<file path="config.mk">
export PLATFORM = sky130hd
export DESIGN_NAME = pcileech_rst_led_ctl
export DESIGN_NICKNAME = d
export VERILOG_FILES = /design/src/rtl/pcileech_rst_led_ctl.sv
export SDC_FILE = /design/constraint.sdc
export NUM_CORES = 1
export LEC_CHECK = 0
export ABC_AREA = 1
export CORE_MARGIN = 2
export CORE_UTILIZATION = 40
export CTS_BUF_LIST = sky130_fd_sc_hd__clkbuf_8
export DETAILED_ROUTE_END_ITERATION = 12
export GPL_TIMING_DRIVEN = 0
export PLACE_DENSITY = 0.72
export SKIP_CTS_REPAIR_TIMING = 1
export SYNTH_ARGS = -nofsm -noshare
export SYNTH_HDL_FRONTEND = slang
export SYNTH_SLANG_ARGS = --single-unit
</file>
<file path="constraint.sdc">
create_clock -name clk -period 1.49 [get_ports clk]
set_input_delay 0.298 -clock clk [delete_from_list [all_inputs] [get_ports clk]]
set_output_delay 0.298 -clock clk [all_outputs]
set_load 0.01 [all_outputs]
</file>
<file path="src/rtl/pcileech_rst_led_ctl.sv">
// pcileech_rst_led_ctl
// Reset and status sequencer that sits in front of the FT601 com, FIFO and
// PCIe blocks. It generates the shared system reset, the FT601 reset and a
// debounced PCIe-core reset, drives the two user LEDs with pulse-stretched
// activity, produces the power-on blink and exports a free-running tick count.
//
// Ports:
//   clk            system clock (single clock domain)
//   rst_n          asynchronous active-low reset
//   pcie_perst_n   PERST# pin, asynchronous to clk
//   pcie_present   board presence pin, asynchronous to clk
//   act_pcie       PCIe activity strobe (1-cycle pulses)
//   act_com        COM activity strobe (1-cycle pulses)
//   tickcount64    free-running 64-bit cycle counter
//   rst            active-high system reset for com/fifo/pcie
//   ft601_rst_n    FT601 reset, always ~rst
//   pcie_rst       active-high PCIe-core reset
//   led_pwronblink power-on blink (feeds the com LED invert input)
//   led_pcie       LD1 drive
//   led_com        LD2 drive
module pcileech_rst_led_ctl #(
  parameter int PARAM_RST_CYCLES     = 64,
  parameter int PARAM_PERST_DEBOUNCE = 1024,
  parameter int PARAM_LED_STRETCH    = 4194304,
  parameter int PARAM_BLINK_BIT      = 24,
  parameter int PARAM_BLINK_END_BIT  = 27
) (
  input  logic        clk,
  input  logic        rst_n,
  input  logic        pcie_perst_n,
  input  logic        pcie_present,
  input  logic        act_pcie,
  input  logic        act_com,
  output logic [63:0] tickcount64,
  output logic        rst,
  output logic        ft601_rst_n,
  output logic        pcie_rst,
  output logic        led_pwronblink,
  output logic        led_pcie,
  output logic        led_com
);

  // One state counter serves both the POR hold and the PERST# debounce.
  localparam int CNT_MAX = (PARAM_RST_CYCLES > PARAM_PERST_DEBOUNCE) ?
                           PARAM_RST_CYCLES : PARAM_PERST_DEBOUNCE;
  localparam int CNT_W   = $clog2(CNT_MAX + 1);
  localparam int LED_W   = $clog2(PARAM_LED_STRETCH + 1);

  localparam logic [CNT_W-1:0] RST_LAST = CNT_W'(PARAM_RST_CYCLES - 1);
  localparam logic [CNT_W-1:0] DEB_LAST = CNT_W'(PARAM_PERST_DEBOUNCE - 1);
  localparam logic [LED_W-1:0] LED_LOAD = LED_W'(PARAM_LED_STRETCH);

  localparam logic [1:0] S_POR  = 2'd0;
  localparam logic [1:0] S_WAIT = 2'd1;
  localparam logic [1:0] S_RUN  = 2'd2;

  logic [1:0]       state;
  logic [CNT_W-1:0] cnt;
  logic             perst_meta;
  logic             perst_s;
  logic             pres_meta;
  logic             pres_s;
  logic             ok_s;
  logic [LED_W-1:0] led_cnt_pcie;
  logic [LED_W-1:0] led_cnt_com;
  logic             stretch_pcie;
  logic             stretch_com;

  // Free-running tick counter
  always_ff @(posedge clk or negedge rst_n) begin
    if (!rst_n) begin
      tickcount64 <= '0;
    end else begin
      tickcount64 <= tickcount64 + 64'd1;
    end
  end

  // Two-flop synchronizers for the asynchronous board pins
  always_ff @(posedge clk or negedge rst_n) begin
    if (!rst_n) begin
      perst_meta <= 1'b0;
      perst_s    <= 1'b0;
      pres_meta  <= 1'b0;
      pres_s     <= 1'b0;
    end else begin
      perst_meta <= pcie_perst_n;
      perst_s    <= perst_meta;
      pres_meta  <= pcie_present;
      pres_s     <= pres_meta;
    end
  end

  assign ok_s = perst_s & pres_s;

  // Reset sequencer. rst and pcie_rst are registered together with the
  // state transition so they change on the same edge as the state does.
  always_ff @(posedge clk or negedge rst_n) begin
    if (!rst_n) begin
      state    <= S_POR;
      cnt      <= '0;
      rst      <= 1'b1;
      pcie_rst <= 1'b1;
    end else begin
      case (state)
        S_POR: begin
          if (cnt == RST_LAST) begin
            state <= S_WAIT;
            cnt   <= '0;
            rst   <= 1'b0;
          end else begin
            cnt <= cnt + 1'b1;
          end
        end
        S_WAIT: begin
          // A drop on the completing cycle wins: the clear takes priority.
          if (!ok_s) begin
            cnt <= '0;
          end else if (cnt == DEB_LAST) begin
            state    <= S_RUN;
            cnt      <= '0;
            pcie_rst <= 1'b0;
          end else begin
            cnt <= cnt + 1'b1;
          end
        end
        S_RUN: begin
          // Assertion is immediate; only deassertion is debounced.
          if (!ok_s) begin
            state    <= S_WAIT;
            cnt      <= '0;
            pcie_rst <= 1'b1;
          end
        end
        default: begin
          state    <= S_POR;
          cnt      <= '0;
          rst      <= 1'b1;
          pcie_rst <= 1'b1;
        end
      endcase
    end
  end

  assign ft601_rst_n = ~rst;

  // Activity stretchers: a strobe (re)loads the full hold time, giving
  // retrigger and gap-free reload at zero for free.
  always_ff @(posedge clk or negedge rst_n) begin
    if (!rst_n) begin
      led_cnt_pcie <= '0;
    end else if (rst) begin
      led_cnt_pcie <= '0;
    end else if (act_pcie) begin
      led_cnt_pcie <= LED_LOAD;
    end else if (led_cnt_pcie != '0) begin
      led_cnt_pcie <= led_cnt_pcie - 1'b1;
    end
  end

  always_ff @(posedge clk or negedge rst_n) begin
    if (!rst_n) begin
      led_cnt_com <= '0;
    end else if (rst) begin
      led_cnt_com <= '0;
    end else if (act_com) begin
      led_cnt_com <= LED_LOAD;
    end else if (led_cnt_com != '0) begin
      led_cnt_com <= led_cnt_com - 1'b1;
    end
  end

  assign stretch_pcie = (led_cnt_pcie != '0);
  assign stretch_com  = (led_cnt_com != '0);

  // Blink runs only during the first 2^PARAM_BLINK_END_BIT ticks.
  assign led_pwronblink = tickcount64[PARAM_BLINK_BIT] &
                          (tickcount64[63:PARAM_BLINK_END_BIT] == '0);

  // Registered LED drives
  always_ff @(posedge clk or negedge rst_n) begin
    if (!rst_n) begin
      led_pcie <= 1'b0;
      led_com  <= 1'b0;
    end else begin
      led_pcie <= (state == S_RUN) ^ stretch_pcie;
      led_com  <= stretch_com ^ led_pwronblink;
    end
  end

endmodule

</file>
== Word level (Yosys, flattened, before mapping) ==
Cells that the tools add are included.

* Reduce and logical (&&, ||, !) cells: 10
* Multiplexer cells: 22
* Equality and inequality tests: 8
* Bitwise operators: 7
* Add/sub/neg operators: 4

{| class="wikitable"
|+ Operator list
! cell !! count
|-
| 2-to-1 mux 23 bit || 6
|-
| adder 64 x 1 -> 64 bit (second input constant) || 1
|-
| nonzero test 23 bit || 2
|-
| subtractor 23 x 1 -> 23 bit (second input constant) || 2
|-
| 2-to-1 mux 11 bit || 4
|-
| zero test 37 bit || 1
|-
| one-hot mux 11 bit (3 select lines) || 1
|-
| adder 11 x 1 -> 11 bit (second input constant) || 1
|-
| equality test 11 x 10 -> 1 bit (second input constant) || 1
|-
| equality test 11 x 6 -> 1 bit (second input constant) || 1
|-
| 2-to-1 mux 2 bit || 4
|-
| inequality test 2 bit (second input constant) || 4
|-
| AND reduction 4 bit || 2
|-
| one-hot mux 2 bit (3 select lines) || 1
|-
| nonzero test 3 bit || 2
|-
| 2-to-1 mux 1 bit || 4
|-
| inverter 1 bit || 3
|-
| one-hot mux 1 bit (3 select lines) || 1
|-
| AND 1 bit || 2
|-
| equality test 2 x 1 -> 1 bit (second input constant) || 1
|-
| equality test 2 bit (second input constant) || 1
|-
| zero test 2 bit || 1
|-
| one-hot mux 1 bit (2 select lines) || 1
|-
| AND reduction 2 bit || 1
|-
| other kinds (2) || 3
|}

* Word-level logic and storage cells: 64
* Register bits: 131

== Longest topological paths before layout ==
Gate-level depths: netlist of the first run.

* Depth after elaboration: 4
* Depth in mapped cells: 12
* Depth with buffers taken out: 11

== Least setup slack after synthesis of the first run ==
OpenSTA, ideal clock, no wires.

* Path type: register to register
* From: register led_cnt_pcie[0]
* To: register led_cnt_pcie[3]
* Data arrival time: 1.455 ns
* Slack: -0.101 ns
* Data required time: 1.354 ns
* Stages on the path, launching flop included: 10
* Library setup time: 0.136 ns
* Cells stage by stage: dfrtp_1 > inv_1 > ha_1 > buf_2 > nand2_1 > nor2_4 > nand4_4 > inv_4 > buf_6 > nor3_1

* Longest elaborated chain between the ends: 4

{| class="wikitable"
|+ Ends and longest elaborated chain
! item !! line !! text
|-
| start: declaration || 64 || <nowiki>logic [LED_W-1:0] led_cnt_pcie;</nowiki>
|-
| start signal: assignment || 156 || <nowiki>led_cnt_pcie <= led_cnt_pcie - 1'b1;</nowiki>
|-
| subtractor 23 x 1 -> 23 bit || 156 ||
|-
| 2-to-1 mux 23 bit || 155 || <nowiki>end else if (led_cnt_pcie != '0) begin</nowiki>
|-
| 2-to-1 mux 23 bit || 153 || <nowiki>end else if (act_pcie) begin</nowiki>
|-
| 2-to-1 mux 23 bit || 151 || <nowiki>end else if (rst) begin</nowiki>
|}

Several ways; a longest one is shown, not always the timed one. The select of a mux whose other input is x is not followed.
A chain may end at the register's enable or synchronous reset.

== Final worst setup path of the first run ==
* From: register tickcount64[55]
* To: output port led_pwronblink

* Longest elaborated chain between the ends: 2

{| class="wikitable"
|+ Ends and longest elaborated chain
! item !! line !! text
|-
| start: declaration || 34 || <nowiki>output logic [63:0] tickcount64,</nowiki>
|-
| start signal: assignment || 74 || <nowiki>tickcount64 <= tickcount64 + 64'd1;</nowiki>
|-
| zero test 37 bit || 177 || <nowiki>(tickcount64[63:PARAM_BLINK_END_BIT] == '0);</nowiki>
|-
| AND 1 bit || 176 || <nowiki>assign led_pwronblink = tickcount64[PARAM_BLINK_BIT] &</nowiki>
|-
| end: declaration || 38 || <nowiki>output logic led_pwronblink,</nowiki>
|}

Every way passes these cells.

==> run summary, run 1 <==
Routed Antenna Nets: 0
Worst-path cell chain: inv_1, nand4_1, nor2_2, nand3_2, nor2_4, buf_6
Area post-placement: 0.00915 sq mm
Critical Path End Type: primary output
Crit path capture: led_pwronblink
Top delay family on crit path: simple AND/OR/NAND/NOR gates
Largest net degree at the start of global routing: 99
Crit path buf inv count: 2
Residual DRC: 0
Failing checks: negative setup slack
Aggregate routed wire length: 26300 um
Final worst setup slack: -0.527 ns
First-pass GRT wire length: 36400 um
Layout cells sized above 1: 38.9%
Slew Limit Fails: 0
Critical Path Source: tickcount64[55]$_DFF_PN0_
Final HPWL DP: 17500 um
WP data required: 1.19 ns
Initial core utilization: 40.9%
Cell area after layout: 0.0120 sq mm
Peak VDD IR: 496 uV
CTS sink cnt: 131
Max_cap viols: 0
Clock buffer depth: 2
Initial antenna violation count: 0
ANT cells: 0
Synth-to-layout area growth: 49.5%
Routed vias: 8329
Final setup fails: 84
Gpl congestion: 0.957
HP Class: input port to register
Worst-Skew Late Latency: 0.46 ns
Clock Skew: 0.0147 ns
Crit path kind: register to primary output
Share of the yosys chip area belonging to registers: 40.9%
Syn Nets: 1115
Crit-path max FO: 4
Seq cells post-synth: 131
Crit-path max cell delay: 0.41 ns
Grt ovf: 0
CP Depth: 6
Core Rows: 51
FF-to-FF Start: tickcount64[34]$_DFF_PN0_
Via/cell ratio: 5.22
Worst reg-to-reg path cell count: 6
Pwr/cell area: 887 mW/mm^2
Die Height: 146 um
Top cell type's share of synthesized area: 40.3%
Synth cell types: 41
Vias in the first global route: 7052
Synth area leader: dfrtp_1
Core footprint: 0.0196 sq mm
First-pass detailed-route iteration total: 7
Clock-pin slew on the worst setup and hold paths: 0.08 ns
Port bufs: 75
Die W: 146 um
Total CTS buffers: 17
Fin crit share: 135%
Finished Layout Cells: 1595
Final Hold Viols: 0
All-Layer GR Usage: 21.6%
CTS tree: built
Cell leakage power: 6.39 nW
Slowest stage cell, crit path: dfrtp_1
H-tree depth: 4
Avg WL per Cell: 16.5 um
Avg Inst Size Synth: 7.28 sq um
I/O pins: 76
Mapped Cells: 1101
Slew @ Worst Pin: 0.553 ns
FF-to-FF setup slack: -0.27 ns
YS warnings: 0
Inst Count DP: 1442
Post-route minimum period: 2.02 ns
Top post-synthesis cells by area: dfrtp_1 (40%), nand2_1 (13%), nor2_1 (8.9%)
Die area: 0.0212 sq mm
Total Power: 10.6 mW
First DRT Iteration DRCs: 588
Unrepaired setup endpoints after global routing: true
Cell Area, Synth: 0.00801 sq mm
Maximum clock rate: 0.496 GHz
FF-to-FF End: tickcount64[44]$_DFF_PN0_
Status: finished with violations
Crit path DAT: 1.72 ns
Clock root cell: clkbuf_8
Max-slew headroom: 63.1%
Fin nets: 1331
CP Launch Type: register
==> routing by layer <==
metal	vias to the layer above	part of all wire [%]	track usage, %
li1	3969	-	-
met1	3954	41	28.3
met2	320	50	36.4
met3	86	5.6	3.76
met4	0	3.6	7.06
met5	-	0	0
==> layout make-up <==
type | count | area (sq um)
Buffer | 8 | 76.3
Clock buffer | 18 | 248
Clock inverter | 14 | 186
Fill cell | 1609 | 7610
Inverter | 122 | 484
Multi-Input combinational cell | 837 | 5380
Sequential cell | 131 | 3330
Tap cell | 265 | 332
Timing Repair Buffer | 200 | 1940
==> flip-flops by register name (all words and copies together) (netlist names), 2 cells and up <==
register and count:
cnt 11, led_cnt_com 23, state 2, led_cnt_pcie 23, tickcount64 64
==> synthesized netlist by cell type (all sizes together) <==
master,count
nand2,304
nor2,219
dfrtp,129
inv,119
nand3,99
nand4,55
xor2,45
nor3,41
o21ai,20
a21oi,13
a21o,9
or2,9
ha,8
xnor2,8
buf,6
clkbuf,5
clkinv,3
and2,2
dfstp,2
nor4,2
nand3b,1
o21bai,1
o22ai,1
==> metrics by stage <==
stage	hold slack, ns	utilization (%)	setup TNS, ns	setup WS (ns)
2_1_floorplan	0.00241	-	0	0.00494
3_3_place_gp	0.334	46.6	-705.59	-5.80
3_5_place_dp	0.218	46.7	-19.42	-0.644
4_1_cts	-0.268	48.9	-36.36	-1.15
5_1_grt	0.258	61.1	-14.65	-0.628
6_report	0.285	61.1	-7.51	-0.527
==> power breakdown <==
| group | internal [mW] | switching, mW | leakage (nW) |
|---|---|---|---|
| sequential | 3.80 | 0.336 | 1.68 |
| clock | 1.86 | 1.51 | 0.218 |
| combinational | 1.16 | 1.95 | 4.49 |
| total | 6.82 | 3.80 | 6.39 |
==> cell families (layout without fill, tap and decap cells) <==
family | Yosys count | after routing | synth area share (%)
AO/OA/AOI/OAI | 44 | 44 | 3.12
XOR/XNOR | 53 | 53 | 5.79
adder cells (fa/ha/maj) | 8 | 8 | 1.25
buffers and inverters | 133 | 362 | 6.56
flip-flops | 131 | 131 | 40.9
AND/OR/NAND/NOR | 732 | 732 | 42.3
==> cells in the final DEF, fill, tap and decap left out, types with 39 or more instances in the layout <==
cell              n
nor2_4           69
nand3_1          78
nand2_1         242
dfrtp_2          39
nand2_2          42
nor2_2           51
dlymetal6s2s_1   56
xor2_1           45
inv_1            90
buf_4           102
nor2_1           97
dfrtp_1          90
nand4_1          53
==> worst reg2reg max path, stage by stage (launching register included) <==
cell	delay (ns)
dfrtp_2	0.47
nand2_1	0.17
nor3_1	0.27
nand2_1	0.16
nor2_2	0.20
nand3_1	0.18
xor2_1	0.18
==> worst min-delay path by stage <==
stage                             start  depth (start not counted)  slack [ns]                          to
detailed placement                rst_n                          1        0.22        state[1]$_DFFE_PN0P_
floorplan                         rst_n                          0       0.002          cnt[0]$_DFFE_PN0P_
finish                     pcie_present                          1        0.29         pres_meta$_DFF_PN0_
global placement    pres_meta$_DFF_PN0_                          0        0.33            pres_s$_DFF_PN0_
CTS                               rst_n                          1       -0.27  led_cnt_com[3]$_DFFE_PN0P_
global route               pcie_present                          1        0.26         pres_meta$_DFF_PN0_
(Power assumes the default switching activity.)
==> run 2, diff against run 1 <==
--- a/config.mk
+++ b/config.mk
@@ -6,12 +6,13 @@
 export NUM_CORES = 1
 export LEC_CHECK = 0
 export ABC_AREA = 1
+export CORE_ASPECT_RATIO = 1.1
 export CORE_MARGIN = 2
 export CORE_UTILIZATION = 40
 export CTS_BUF_LIST = sky130_fd_sc_hd__clkbuf_8
 export DETAILED_ROUTE_END_ITERATION = 12
 export GPL_TIMING_DRIVEN = 0
-export PLACE_DENSITY = 0.72
+export PLACE_DENSITY = 0.59
 export SKIP_CTS_REPAIR_TIMING = 1
 export SYNTH_ARGS = -nofsm -noshare
 export SYNTH_HDL_FRONTEND = slang
==> run 2 against run 1 <==
Compared with the run above:
- the flow still finishes with violations (negative setup slack)
- design area grew 0.80%
- global-route usage increased by 0.63 points
- maximum frequency up 1.9%
- via count down 0.37%
- worst hold slack lost 0.0082 ns
- critical path depth did not move
- final cell count is 0.94% higher
- sequential power about the same
- count of clock-buffer cells in the layout is the same
- power is 0.13% higher
- largest power group unchanged
==> run summary, run 2 (synthesized netlist as in run 1, its figures left out) <==
Maximum clock rate: 0.505 GHz (+1.9%)
WP data required: 1.19 ns (about the same)
Failing checks: negative setup slack
Filler cells: 1719 (+6.8%)
Cell leakage power: 6.18 nW (-3.4%)
Int Power: 6.75 mW (-1.0%)
Via/cell ratio: 5.15 (-1.3%)
First DRT Iteration DRCs: 525 (-11%)
Final Util: 61.2% (about the same)
Core Rows: 54 (+5.9%)
Grt ovf: 0 (unchanged)
Clock root cell: clkbuf_8
Cell area after layout: 0.0121 sq mm (+0.80%)
Pwr/cell area: 881 mW/mm^2 (-0.67%)
P_sw: 3.88 mW (+2.2%)
HP Class: input port to register
Top Registers: tickcount64: 64 flops, led_cnt_com: 23 flops, led_cnt_pcie: 23 flops
Final HPWL DP: 18100 um (+3.2%)
Crit path DAT: 1.68 ns (-0.04 ns)
Die W: 139 um (-4.5%)
Core footprint: 0.0197 sq mm (+0.71%)
Clock share of power: 30.1% (-1.6 points)
Reg with most FFs: tickcount64
Comb pwr share: 31.1% (+1.8 points)
Total CTS buffers: 17 (unchanged)
Multi-input gate area in the final layout: 0.00536 sq mm (-0.44%)
CTS sink cnt: 131 (unchanged)
Area post-placement: 0.00914 sq mm (-0.18%)
Crit-path max FO: 4 (unchanged)
Clock-pin slew on the worst setup and hold paths: 0.08 ns (about the same)
Avg WL per Cell: 16.2 um (-2.0%)
H-tree depth: 4 (unchanged)
Status: finished with violations
Clock buffer depth: 2 (unchanged)
Vias in the first global route: 7115 (+0.89%)
Slew Limit Fails: 0 (unchanged)
Switching share of power: 36.5% (+0.75 points)
Die Height: 152 um (+4.7%)
Max-slew headroom: 52.1% (-11 points)
Most frequent cells in the layout: nand2_1 (236), buf_4 (120), nor2_1 (107)
CP Launch Type: register
Unrepaired setup endpoints after global routing: true
All-Layer GR Usage: 22.2% (+0.63 points)
Port bufs: 75 (unchanged)
Initial antenna violation count: 0 (unchanged)
Synth-to-layout area growth: 50.7%
Largest net degree at the start of global routing: 83 (-16%)
Initial core utilization: 40.6% (-0.29 points)
Aggregate routed wire length: 26000 um (-1.0%)
Slew @ Worst Pin: 0.718 ns (+0.165 ns)
Post-route minimum period: 1.98 ns (-0.0372 ns)
Final setup fails: 69 (-18%)
Seq pwr share: 38.8% (about the same)
Largest register FFs: 64 (unchanged)
Fin crit share: 133% (-2.5 points)
Gpl congestion: 0.968 (+1.1%)
Die area: 0.0212 sq mm (about the same)
Fin nets: 1359 (+2.1%)
Critical Path End Type: primary output
CTS tree: built
Peak VDD IR: 976 uV (+97%)
Crit path kind: register to primary output
I/O pins: 76 (unchanged)
Routed Antenna Nets: 0 (unchanged)
Final worst setup slack: -0.490 ns (+0.0372 ns)
First-pass GRT wire length: 37300 um (+2.4%)
First-pass detailed-route iteration total: 7 (unchanged)
Final Hold Viols: 0 (unchanged)
ANT cells: 0 (unchanged)
Residual DRC: 0 (unchanged)
Total Power: 10.6 mW (+0.13%)
Layout cells sized above 1: 42.8% (+3.8 points)
Clock Skew: 0.0168 ns (+0.00213 ns)
Max_cap viols: 0 (unchanged)
Storage cell area: 0.00334 sq mm (+0.41%)
Worst-Skew Late Latency: 0.46 ns (about the same)
Routed vias: 8298 (-0.37%)
Most common cell after layout, fill and taps aside: nand2_1
run 2: area by class of cell:
type | count | area share (%)
Clock inverter | 14 | 1.34
Sequential cell | 131 | 27.7
Buffer | 9 | 0.663
Inverter | 122 | 4.08
Timing Repair inverter | 1 | 0.0518
Timing Repair Buffer | 226 | 17.1
Multi-Input combinational cell | 837 | 44.4
Clock buffer | 18 | 2.05
Tap cell | 252 | 2.61
run 2: metrics by stage:
step / setup TNS (ns) / std cells / setup slack (ns) / hold slack (ns)
6_report: -8.45 / 1610 / -0.490 / 0.277
5_1_grt: -15.29 / 1610 / -0.585 / 0.248
4_1_cts: -35.80 / 1461 / -1.09 / -0.219
3_5_place_dp: -19.73 / 1429 / -0.588 / 0.278
3_3_place_gp: -725.72 / 1428 / -5.92 / 0.331
2_1_floorplan: 0 / 1101 / 0.00494 / 0.00241
run 2: power groups by stage:
stage                     Clock [mW]  Sequential [mW]  Combinational [mW]
after floorplan                    0             4.05                1.85
after global placement             0             4.13                2.28
after detailed placement           0             4.13                2.34
final                           3.20             4.13                3.31
after CTS                       3.25             4.06                2.34
after global routing            3.41             4.16                3.64
run 2: final timing paths:
path,end,from,slack [ns],cells past startpoint
worst max-delay path,led_pwronblink,tickcount64[51]$_DFF_PN0_,-0.49,6
worst min-delay path,pres_meta$_DFF_PN0_,pcie_present,0.28,1
worst max register to register,tickcount64[34]$_DFF_PN0_,tickcount64[29]$_DFF_PN0_,-0.30,7
worst min register to register,pres_s$_DFF_PN0_,pres_meta$_DFF_PN0_,0.35,0
max in group asynchronous,rst$_DFFE_PN1P_,rst_n,0.33,3
min in group asynchronous,tickcount64[4]$_DFF_PN0_,rst_n,0.33,2
run 2: worst max-delay path, cell delays in order, from the launching register on:
cell	delay (ns)
dfrtp_2	0.45
inv_1	0.16
nand4_1	0.09
nor2_1	0.14
nand3_2	0.12
nor2_2	0.11
buf_2	0.15
run 2: metal layers:
layer / track usage (%) / share of wire, % / wire (um)
met5: 0 / 0 / 0
met4: 7.12 / 2.5 / 640
met3: 4.24 / 4.0 / 1030
met1: 30.5 / 44 / 11500
met2: 35.5 / 49 / 12800
